`src/rtl/sd_cmd_host_ctrl.sv`:
```
// Host-side SD command controller.
// Builds the 40-bit command frame and hands it to the command PHY with a
// four-phase strobe/ack handshake. It then waits for the response frame or
// a timeout, latches the response and acknowledges it to the PHY.
module sd_cmd_host_ctrl #(
  parameter int CMD_W  = 40,
  parameter int RESP_W = 136
) (
  input  logic              clock,
  input  logic              reset,
  input  logic              new_command,
  input  logic [31:0]       cmd_argument,
  input  logic [5:0]        cmd_index,
  input  logic              TIMEOUT_ENABLE,
  input  logic              TIMEOUT,
  input  logic              ack_in,
  input  logic              strobe_in,
  input  logic [RESP_W-1:0] cmd_in,
  output logic              strobe_out,
  output logic              ack_out,
  output logic [CMD_W-1:0]  cmd_out,
  output logic [RESP_W-9:0] response,
  output logic              cmd_complete,
  output logic              timeout_error
);

  typedef enum logic [2:0] {
    IDLE         = 3'd0,
    SEND         = 3'd1,
    WAIT_ACK_LOW = 3'd2,
    WAIT_RESP    = 3'd3,
    ACK_RESP     = 3'd4,
    DONE         = 3'd5
  } state_t;

  state_t              r_state;
  state_t              w_state_nxt;
  logic                r_strobe;
  logic                r_ack;
  logic [CMD_W-1:0]    r_cmd;
  logic [RESP_W-9:0]   r_resp;
  logic                r_complete;
  logic                r_to_err;

  logic                w_strobe_nxt;
  logic                w_ack_nxt;
  logic [CMD_W-1:0]    w_cmd_nxt;
  logic [RESP_W-9:0]   w_resp_nxt;
  logic                w_complete_nxt;
  logic                w_to_err_nxt;
  logic [CMD_W-1:0]    w_frame;

  // The low byte of the response frame (CRC/end bit) is not part of the payload.
  logic                w_unused_resp_tail;
  assign w_unused_resp_tail = ^cmd_in[7:0];

  // Command frame: start bit 0, transmission bit 1, index, argument (MSB first).
  assign w_frame = CMD_W'({1'b0, 1'b1, cmd_index, cmd_argument});

  assign strobe_out    = r_strobe;
  assign ack_out       = r_ack;
  assign cmd_out       = r_cmd;
  assign response      = r_resp;
  assign cmd_complete  = r_complete;
  assign timeout_error = r_to_err;

  // State and registered outputs; reset drops any in-flight handshake.
  always_ff @(posedge clock or negedge reset) begin
    if (!reset) begin
      r_state    <= IDLE;
      r_strobe   <= 1'b0;
      r_ack      <= 1'b0;
      r_cmd      <= '0;
      r_resp     <= '0;
      r_complete <= 1'b0;
      r_to_err   <= 1'b0;
    end else begin
      r_state    <= w_state_nxt;
      r_strobe   <= w_strobe_nxt;
      r_ack      <= w_ack_nxt;
      r_cmd      <= w_cmd_nxt;
      r_resp     <= w_resp_nxt;
      r_complete <= w_complete_nxt;
      r_to_err   <= w_to_err_nxt;
    end
  end

  // Next-state and next-output decode; outputs are computed one cycle ahead
  // so that every output leaves the block straight from a flop.
  always_comb begin
    w_state_nxt    = r_state;
    w_strobe_nxt   = 1'b0;
    w_ack_nxt      = 1'b0;
    w_cmd_nxt      = r_cmd;
    w_resp_nxt     = r_resp;
    w_complete_nxt = 1'b0;
    w_to_err_nxt   = r_to_err;

    case (r_state)
      IDLE: begin
        if (new_command) begin
          w_cmd_nxt    = w_frame;
          w_to_err_nxt = 1'b0;
          w_strobe_nxt = 1'b1;
          w_state_nxt  = SEND;
        end
      end

      SEND: begin
        if (ack_in) begin
          w_state_nxt = WAIT_ACK_LOW;
        end else begin
          w_strobe_nxt = 1'b1;
        end
      end

      WAIT_ACK_LOW: begin
        if (!ack_in) begin
          w_state_nxt = WAIT_RESP;
        end
      end

      WAIT_RESP: begin
        // A response arriving with a timeout in the same cycle still wins.
        if (strobe_in) begin
          w_resp_nxt  = cmd_in[RESP_W-1:8];
          w_ack_nxt   = 1'b1;
          w_state_nxt = ACK_RESP;
        end else if (TIMEOUT_ENABLE && TIMEOUT) begin
          w_to_err_nxt   = 1'b1;
          w_complete_nxt = 1'b1;
          w_state_nxt    = DONE;
        end
      end

      ACK_RESP: begin
        if (!strobe_in) begin
          w_complete_nxt = 1'b1;
          w_state_nxt    = DONE;
        end else begin
          w_ack_nxt = 1'b1;
        end
      end

      DONE: begin
        w_state_nxt = IDLE;
      end

      default: begin
        w_state_nxt = IDLE;
      end
    endcase
  end

endmodule

```
`config.mk`:
```
export PLATFORM = sky130hd
export DESIGN_NAME = sd_cmd_host_ctrl
export DESIGN_NICKNAME = d
export VERILOG_FILES = /design/src/rtl/sd_cmd_host_ctrl.sv
export SDC_FILE = /design/constraint.sdc
export NUM_CORES = 1
export LEC_CHECK = 0
export CAP_MARGIN = 15
export CORE_MARGIN = 8
export CORE_UTILIZATION = 30
export CTS_CLUSTER_DIAMETER = 120
export DETAILED_ROUTE_END_ITERATION = 16
export GPL_TIMING_DRIVEN = 0
export SETUP_SLACK_MARGIN = 0.5
export SLEW_MARGIN = 20
export SYNTH_ARGS = -nofsm -noshare
export SYNTH_HDL_FRONTEND = slang
export SYNTH_SLANG_ARGS = --single-unit
```
`constraint.sdc`:
```
create_clock -name clock -period 1.77 [get_ports clock]
set_input_delay 0.354 -clock clock [delete_from_list [all_inputs] [get_ports clock]]
set_output_delay 0.354 -clock clock [all_outputs]
set_load 0.01 [all_outputs]
```
* After elaboration in Yosys (flattened, before gate mapping)
Index checks and enable logic that the tools add are counted.
** Operators by class
- Eq/ne operators :: 11
- Muxes and demuxes :: 20
- Reductions and logical operators :: 8
** Operator list (count)
- 2-to-1 mux 3 bit :: 6
- one-hot mux 3 bit (5 select lines) :: 1
- != test 2 bit (second input constant) :: 6
- 2-to-1 mux 1 bit :: 10
- == test 3 x 2 -> 1 bit (second input constant) :: 2
- one-hot mux 1 bit (2 select lines) :: 3
- AND reduction 5 bit :: 1
- AND reduction 2 bit :: 2
- AND reduction 4 bit :: 1
- == test 3 x 1 -> 1 bit (second input constant) :: 1
- == test 3 bit (second input constant) :: 1
- logical NOT 3 bit :: 1
- != test 3 bit (second input constant) :: 1
- nonzero test 2 bit :: 1
- OR reduction 2 bit :: 1
- logical AND 1 bit :: 1
** Word-level totals
- Input port bits :: 181
- Register bits :: 174

* Depth between registers and ports, before layout
Gate-level depths: netlist of run 1.
- Word-level depth :: 4
- Depth in mapped cells :: 6
- Depth with buffers taken out :: 3

* Worst setup path before layout of run 1
OpenSTA, ideal clock, no wires.
- Kind :: register to register
- Start point :: register r_state[0]
- End point :: register r_resp[0], in the netlist response[0]
- Slack :: 0.241 ns
- Stages on the path, launching flop included :: 7
- Library setup time :: 0.125 ns
- Period minus slack after synthesis :: 1.529 ns
- Buffers on the path :: 3
- Arrival time :: 1.404 ns
- Cell sequence :: dfrtp_1 buf_4 and3b_1 nand2_1 buf_8 buf_6 mux2_4
** Between the ends
- Word-level cells in the longest chain between the ends :: 2
** RTL lines
- from (decl) :: line 36 : state_t r_state;
- from (signal assigned) :: line 78 : r_state <= w_state_nxt;
- == test 3 x 2 -> 1 bit :: line 99 : case (r_state)
- AND reduction 2 bit (no source line)
- to (signal assigned) :: line 82 : r_resp <= w_resp_nxt;
- to (decl) :: line 41 : logic [RESP_W-9:0] r_resp;
Every way passes these cells.
A chain may end at the register's enable or synchronous reset.

* Worst setup path in the final report of run 1
- Start point :: register r_state[1]
- End point :: register r_resp[33], in the netlist response[33]
Same word-level chain as after synthesis.

==> flow_summary.ini, run 1 <==
[floorplan]
initial_core_util = 0.303
chipHeight_um = 169
floorplan.die_area_um2 = 28600
std_cell_rows = 56
number_of_i_o_pins = 353
die_x_um = 169
core_um2 = 23300

[job]
max_cap_viol_count = 0

[route]
postRouteAntennaNets = 0
num_vias = 5241
drt-vias-per-instance = 4.30
routed_wl_um = 24100
route.detailed.drc = 0
first_iteration_detailed_routing_drc_count = 169
first_pass_iters = 4
wire_per_inst_um = 19.8

[synthesis]
yosys_register_bits = 174
synth.distinct_cells = 24
synthCells = 387
area_of_the_mapped_netlist_um2 = 7050
synthesis.nets = 568
synth.yosys.warnings = 0
synth.avg_cell_area_um2 = 18.2
ys_seq_area_frac = 0.618

[sta]
worst_pin_slew_ns = 0.667
final-max-slew-violation-count = 0
setup_viol = 0
share_of_the_clock_period_used_by_the_worst_path_after_layout = 0.947
maxSlewHeadroom = 0.555
finalWorstPathRequiredPeriod_ns = 1.68
setup_total_negative_slack_ns = 0
rsz0062_at_grt = true
hold_viol = 83
hold_ws_ns = -0.111
clock-skew-final_ns = 0.0128
max_freq_mhz = 596

[setup_path]
critPathTopFamily = buffers and inverters
cp_cell_sequence = buf_6 -> and3b_2 -> nand2_4 -> buf_6 -> buf_12 -> clkbuf_16 -> mux2_4
required_ns = 2.08
r2r_setup_slack_ns = 0.09
setup.worst_path.end_class = register
timing_worst_setup_path_type = register to register
path_max_fanout = 6
regToRegStartpoint = r_state[1]$_DFFE_PN0P_
crit_path_start_kind = register
cp_common_cell = buf_6
timing.critical_path.slowest_cell_delay_ns = 0.39
worst-r2r-cell-count = 7
worstPathArrival_ns = 1.98
worstReg2RegEnd = response[33]$_DFFE_PN0P_
critical_path.slowest_cell = dfrtp_1
worst-path-buf-inv = 4

[pwr]
p_clk_frac = 0.164
post-layout-total-power_mw = 23.4
power.leakage_nw = 6.44
power.internal_mw = 16.2
vdd_ir_max_uv = 846
combPwrFrac = 0.524
power_per_standard_cell_area_nw_per_um2 = 1810
switching_power_mw = 7.18
sequentialPowerShare = 0.312
netSwitchingFraction = 0.307

[clocking]
inserted_clock_buffers = 17
cts_tree = yes
cts.clk_slew.worst_paths_ns = 0.08
clock_latency_ns = 0.43
max-clock-path-buffers = 2
ctsRootBufferMaster = clkbuf_16
htree_num_levels = 4
cts_num_sinks = 174

[final_layout]
layoutNonFillerInstCount = 1220
layout.cells.most_common = dfrtp_1
post_route_cells_drive_above_1_share = 0.598
area_growth_syn_to_layout_pct = 83.1
final_nets = 1068
mostFrequentLayoutCells = dfrtp_1 (173), clkdlybuf4s50_1 (171), mux2_4 (147), buf_4 (122), buf_6 (114)
fin_util = 0.555

[placement]
place_congestion = 0.787
port_buffers = 343
detailed_place_hpwl_um = 16600
dpl.cell_count = 1050

[outcome]
violations_in_the_final_reports = negative hold slack
outcome = finished, violations left

[global_route]
pin_count_of_the_biggest_net_entering_global_routing = 92
first_global_vias = 5843
grtUsageTotal = 0.156
antenna_found_initial = 0
overflow = 0
grt_first_pass_wirelength_um = 34700

[hold_path]
hold_path_class = input port to async pin
[worst max path at each step]
stage	startpoint	to	slack, ns	depth (start not counted)
2_1_floorplan	r_state[1]$_DFFE_PN0P_	response[0]$_DFFE_PN0P_	0.27	6
3_3_place_gp	reset	response[94]$_DFFE_PN0P_	-6.70	1
3_5_place_dp	new_command	cmd_out[31]$_DFFE_PN0P_	-0.17	5
4_1_cts	r_state[0]$_DFFE_PN0P_	response[42]$_DFFE_PN0P_	0.10	7
5_1_grt	r_state[1]$_DFFE_PN0P_	response[79]$_DFFE_PN0P_	0.05	8
6_report	r_state[1]$_DFFE_PN0P_	response[33]$_DFFE_PN0P_	0.09	7
[registers in the layout, summed over array words and instances (netlist names)]
signal	count
response	128
strobe_out	1
r_state	3
cmd_out	39
cmd_complete	1
timeout_error	1
ack_out	1
[synthesized netlist by cell type]
master	count	area, um2
mux2_2	44	495
or2_2	1	6.26
buf_4	7	52.6
and3b_1	1	8.76
mux2_4	120	1800
xnor2_1	1	8.76
a21boi_0	1	7.51
o22ai_1	2	12.5
mux2_1	2	22.5
nor3b_1	1	7.51
buf_8	1	15.0
buf_6	13	146
nand2b_1	1	6.26
nand3_1	1	5.00
nor2_1	1	3.75
conb_1	1	3.75
nand3b_1	3	22.5
inv_1	2	7.51
dfrtp_1	174	4350
nand2_1	2	7.51
o221a_2	1	11.3
o21ai_0	3	15.0
nor3_2	1	10.0
a21oi_1	3	15.0
[through the flow]
stage               instance area, um2  worst slack (ns)
floorplan                         7170             0.273
global placement                 11000             -6.70
detailed placement               11000            -0.168
CTS                              11900             0.104
global route                     12900            0.0460
finish                           12900            0.0935
[routing by layer]
layer / vias to the layer above / part of all wire / global-route usage
li1: 2357 / - / -
met1: 2634 / 0.38 / 0.169
met2: 225 / 0.52 / 0.271
met3: 25 / 0.090 / 0.0700
met4: 0 / 0.017 / 0.0423
met5: - / 0 / 0
[power by group through the flow]
stage          combinational, mW  sequential [mW]  clock, mW
3_5_place_dp                10.0             7.14          0
5_1_grt                     13.0             7.51       4.13
2_1_floorplan               3.76             7.95          0
4_1_cts                     10.5             7.17       3.94
3_3_place_gp                9.90             7.06          0
6_report                    12.3             7.31       3.84
[timing repair]
action                                 CTS  global route
endpoints found under the hold margin   83            53
resized for setup                      794            81
gates cloned                             3             9
setup buffers                           71            54
pin swaps                                1             2
setup endpoints to repair              339           342
[cell families (layout without fill, tap and decap cells)]
| logic type | after synthesis | in the layout | share of synthesized area |
|---|---|---|---|
| flip-flops | 174 | 174 | 0.618 |
| other | 1 | 2 | 0.000532 |
| AND/OR/NAND/NOR | 12 | 12 | 0.0110 |
| multiplexers | 166 | 166 | 0.329 |
| buffers and inverters | 23 | 536 | 0.0314 |
| AO/OA/AOI/OAI | 10 | 10 | 0.00870 |
| XOR/XNOR | 1 | 1 | 0.00124 |
[final cells by class]
type	count	area, um2
fill	1919	10400
timing repair buffer	481	4570
sequential	174	4360
multi-input combinational	190	2610
clock buffer	19	443
tap	319	399
buffer	21	380
clock inverter	13	144
inverter	2	7.51
antenna	1	2.50
Note: power is estimated with default switching activity, not from simulation.
==> inputs of run 2 (changes only) <==
--- a/config.mk
+++ b/config.mk
@@ -6,11 +6,14 @@
 export NUM_CORES = 1
 export LEC_CHECK = 0
 export CAP_MARGIN = 15
+export CELL_PAD_IN_SITES_DETAIL_PLACEMENT = 0
+export CELL_PAD_IN_SITES_GLOBAL_PLACEMENT = 2
 export CORE_MARGIN = 8
-export CORE_UTILIZATION = 30
+export CORE_UTILIZATION = 25
 export CTS_CLUSTER_DIAMETER = 120
 export DETAILED_ROUTE_END_ITERATION = 16
 export GPL_TIMING_DRIVEN = 0
+export PLACE_DENSITY_LB_ADDON = 0.1
 export SETUP_SLACK_MARGIN = 0.5
 export SLEW_MARGIN = 20
 export SYNTH_ARGS = -nofsm -noshare
==> constraint.sdc (replaced) <==
create_clock -name clock -period 1.6 [get_ports clock]
set_input_delay 0.32 -clock clock [delete_from_list [all_inputs] [get_ports clock]]
set_output_delay 0.32 -clock clock [all_outputs]
set_load 0.01 [all_outputs]
==> run 2 against run 1 <==
  * The run ends with negative hold slack, negative setup slack left
  * Clock power is 14% higher
  * Global-route usage is 2.2 points lower
  * Critical path depth shrank 1
  * Sequential cell count unchanged
  * Setup slack lost 0.12 ns
  * Final cell count rose by 3.1%
  * Sequential share of layout area unchanged
  * Wire length up 1.1%
  * Clock skew shrank 0.0013 ns
==> flow_summary.ini, run 2 (synthesis gave the netlist of run 1 again) <==
[final_layout]
area_occupied_by_registers_um2 = 4360
largest_register_ffs = 128
area_growth_syn_to_layout_pct = 83.1
antenna_cells = 0
fin_util = 0.465
multiInputGateArea_um2 = 2680
final_nets = 1048
post_route_cells_drive_above_1_share = 0.590
final.fill_count = 2511
layout.cells.most_common = dfrtp_1
mostFrequentLayoutCells = dfrtp_1 (173), clkdlybuf4s50_1 (170), mux2_4 (161), buf_6 (114), buf_4 (104)

[setup_path]
path_max_fanout = 10
timing.critical_path.slowest_cell_delay_ns = 0.38
worstPathArrival_ns = 1.94
regToRegStartpoint = r_state[0]$_DFFE_PN0P_
crit_path_start_kind = register
cp_cell_sequence = buf_6 -> and3b_2 -> nand2_8 -> buf_16 -> buf_12 -> mux2_4
worst-path-buf-inv = 3
required_ns = 1.92
critical_path.slowest_cell = dfrtp_1
r2r_setup_slack_ns = -0.02
timing_worst_setup_path_type = register to register
critical_path.startpoint = r_state[0]$_DFFE_PN0P_
worstReg2RegEnd = response[117]$_DFFE_PN0P_
setup.worst_path.end_class = register
worst-r2r-cell-count = 6
critPathTopFamily = buffers and inverters

[pwr]
vdd_ir_max_uv = 898
power.leakage_nw = 6.40
power_per_standard_cell_area_nw_per_um2 = 2000
post-layout-total-power_mw = 25.8

[outcome]
outcome = finished, violations left
violations_in_the_final_reports = negative hold slack, negative setup slack

[global_route]
overflow = 0
pin_count_of_the_biggest_net_entering_global_routing = 91
grtUsageTotal = 0.133
first_global_vias = 5347
grt_first_pass_wirelength_um = 34000
antenna_found_initial = 0

[sta]
clock-skew-final_ns = 0.0116
setup_viol = 63
finalWorstPathRequiredPeriod_ns = 1.62
final-max-slew-violation-count = 0
hold_viol = 84
finalWorstSetupSlack_ns = -0.0242
worst_pin_slew_ns = 0.730
hold_ws_ns = -0.133
max_freq_mhz = 616
rsz0062_at_grt = true
share_of_the_clock_period_used_by_the_worst_path_after_layout = 1.02
maxSlewHeadroom = 0.513

[route]
postRouteAntennaNets = 0
wire_per_inst_um = 19.4
first_iteration_detailed_routing_drc_count = 137
first_pass_iters = 4
highest-signal-layer = met4
met2_length_um = 12900
routed_wl_um = 24400
met3WireLength_um = 1910
drt-vias-per-instance = 4.00
routedLengthMet1_um = 9090
route.detailed.drc = 0
num_vias = 5036

[floorplan]
initial_core_util = 0.254
std_cell_rows = 61
number_of_i_o_pins = 353
chipHeight_um = 184
die_x_um = 184
floorplan.die_area_um2 = 33800
core_um2 = 27800

[clocking]
clock_latency_ns = 0.43
cts_num_sinks = 174
inserted_clock_buffers = 17
cts_tree = yes
ctsRootBufferMaster = clkbuf_16
htree_num_levels = 4
cts.clk_slew.worst_paths_ns = 0.08
max-clock-path-buffers = 2

[placement]
place_congestion = 0.731
detailed_place_hpwl_um = 16900
port_buffers = 343

[job]
max_cap_viol_count = 0

[hold_path]
hold_path_class = input port to async pin
run 2: report_power, final:
part | leakage, nW | total [mW] | internal, mW | switching, mW
Combinational | 4.02 | 13.4 | 8.96 | 4.42
Sequential | 2.09 | 8.05 | 6.61 | 1.44
Clock | 0.293 | 4.38 | 2.37 | 2.00
run 2: metrics by stage:
stage	cell area [um2]	setup TNS [ns]	setup WS [ns]	instances	hold slack, ns
2_1_floorplan	7170	0	0.103	387	0.0244
3_3_place_gp	11100	-1320.00	-7.33	1108	0.459
3_5_place_dp	11100	-48.58	-0.384	1109	0.380
4_1_cts	11900	-5.31	-0.0577	1182	-0.0979
5_1_grt	12900	-5.83	-0.0688	1258	-0.0851
6_report	12900	-0.641	-0.0242	1258	-0.133
run 2: worst max-delay path by stage:
stage / endpoint / cells after the start
finish: response[117]$_DFFE_PN0P_ / 6
global route: response[117]$_DFFE_PN0P_ / 6
CTS: response[117]$_DFFE_PN0P_ / 5
detailed placement: cmd_out[14]$_DFFE_PN0P_ / 5
global placement: response[91]$_DFFE_PN0P_ / 1
floorplan: response[0]$_DFFE_PN0P_ / 6
run 2: layout make-up:
| class | count | share of cell area |
|---|---|---|
| Buffer | 21 | 0.0287 |
| Clock buffer | 18 | 0.0333 |
| Clock inverter | 14 | 0.0133 |
| Inverter | 2 | 0.000582 |
| Multi-Input combinational cell | 190 | 0.207 |
| Sequential cell | 174 | 0.338 |
| Tap cell | 378 | 0.0366 |
| Timing Repair Buffer | 461 | 0.343 |
run 2: layer usage:
layer | vias up | global-route usage
met1 | 2512 | 0.139
met5 | - | 0
li1 | 2321 | -
met2 | 178 | 0.238
met4 | 0 | 0.0423
met3 | 25 | 0.0563
run 2: repair_timing:
action                                  CTS  global route
cloned                                    3             9
setup buffers                            38            67
resized for setup                       759           145
pin swaps                                 0             1
hold endpoints to repair                 84            84
endpoints found under the setup margin  340           343
==> inputs of run 3 (changes only) <==
--- a/config.mk
+++ b/config.mk
@@ -5,13 +5,14 @@
 export SDC_FILE = /design/constraint.sdc
 export NUM_CORES = 1
 export LEC_CHECK = 0
-export CAP_MARGIN = 15
+export CAP_MARGIN = 25
 export CELL_PAD_IN_SITES_DETAIL_PLACEMENT = 0
 export CELL_PAD_IN_SITES_GLOBAL_PLACEMENT = 2
 export CORE_MARGIN = 8
 export CORE_UTILIZATION = 25
 export CTS_CLUSTER_DIAMETER = 120
 export DETAILED_ROUTE_END_ITERATION = 16
+export GPL_ROUTABILITY_DRIVEN = 0
 export GPL_TIMING_DRIVEN = 0
 export PLACE_DENSITY_LB_ADDON = 0.1
 export SETUP_SLACK_MARGIN = 0.5
==> results of run 3 <==
No change in the layout: final DEF, timing and power equal those of run 2.
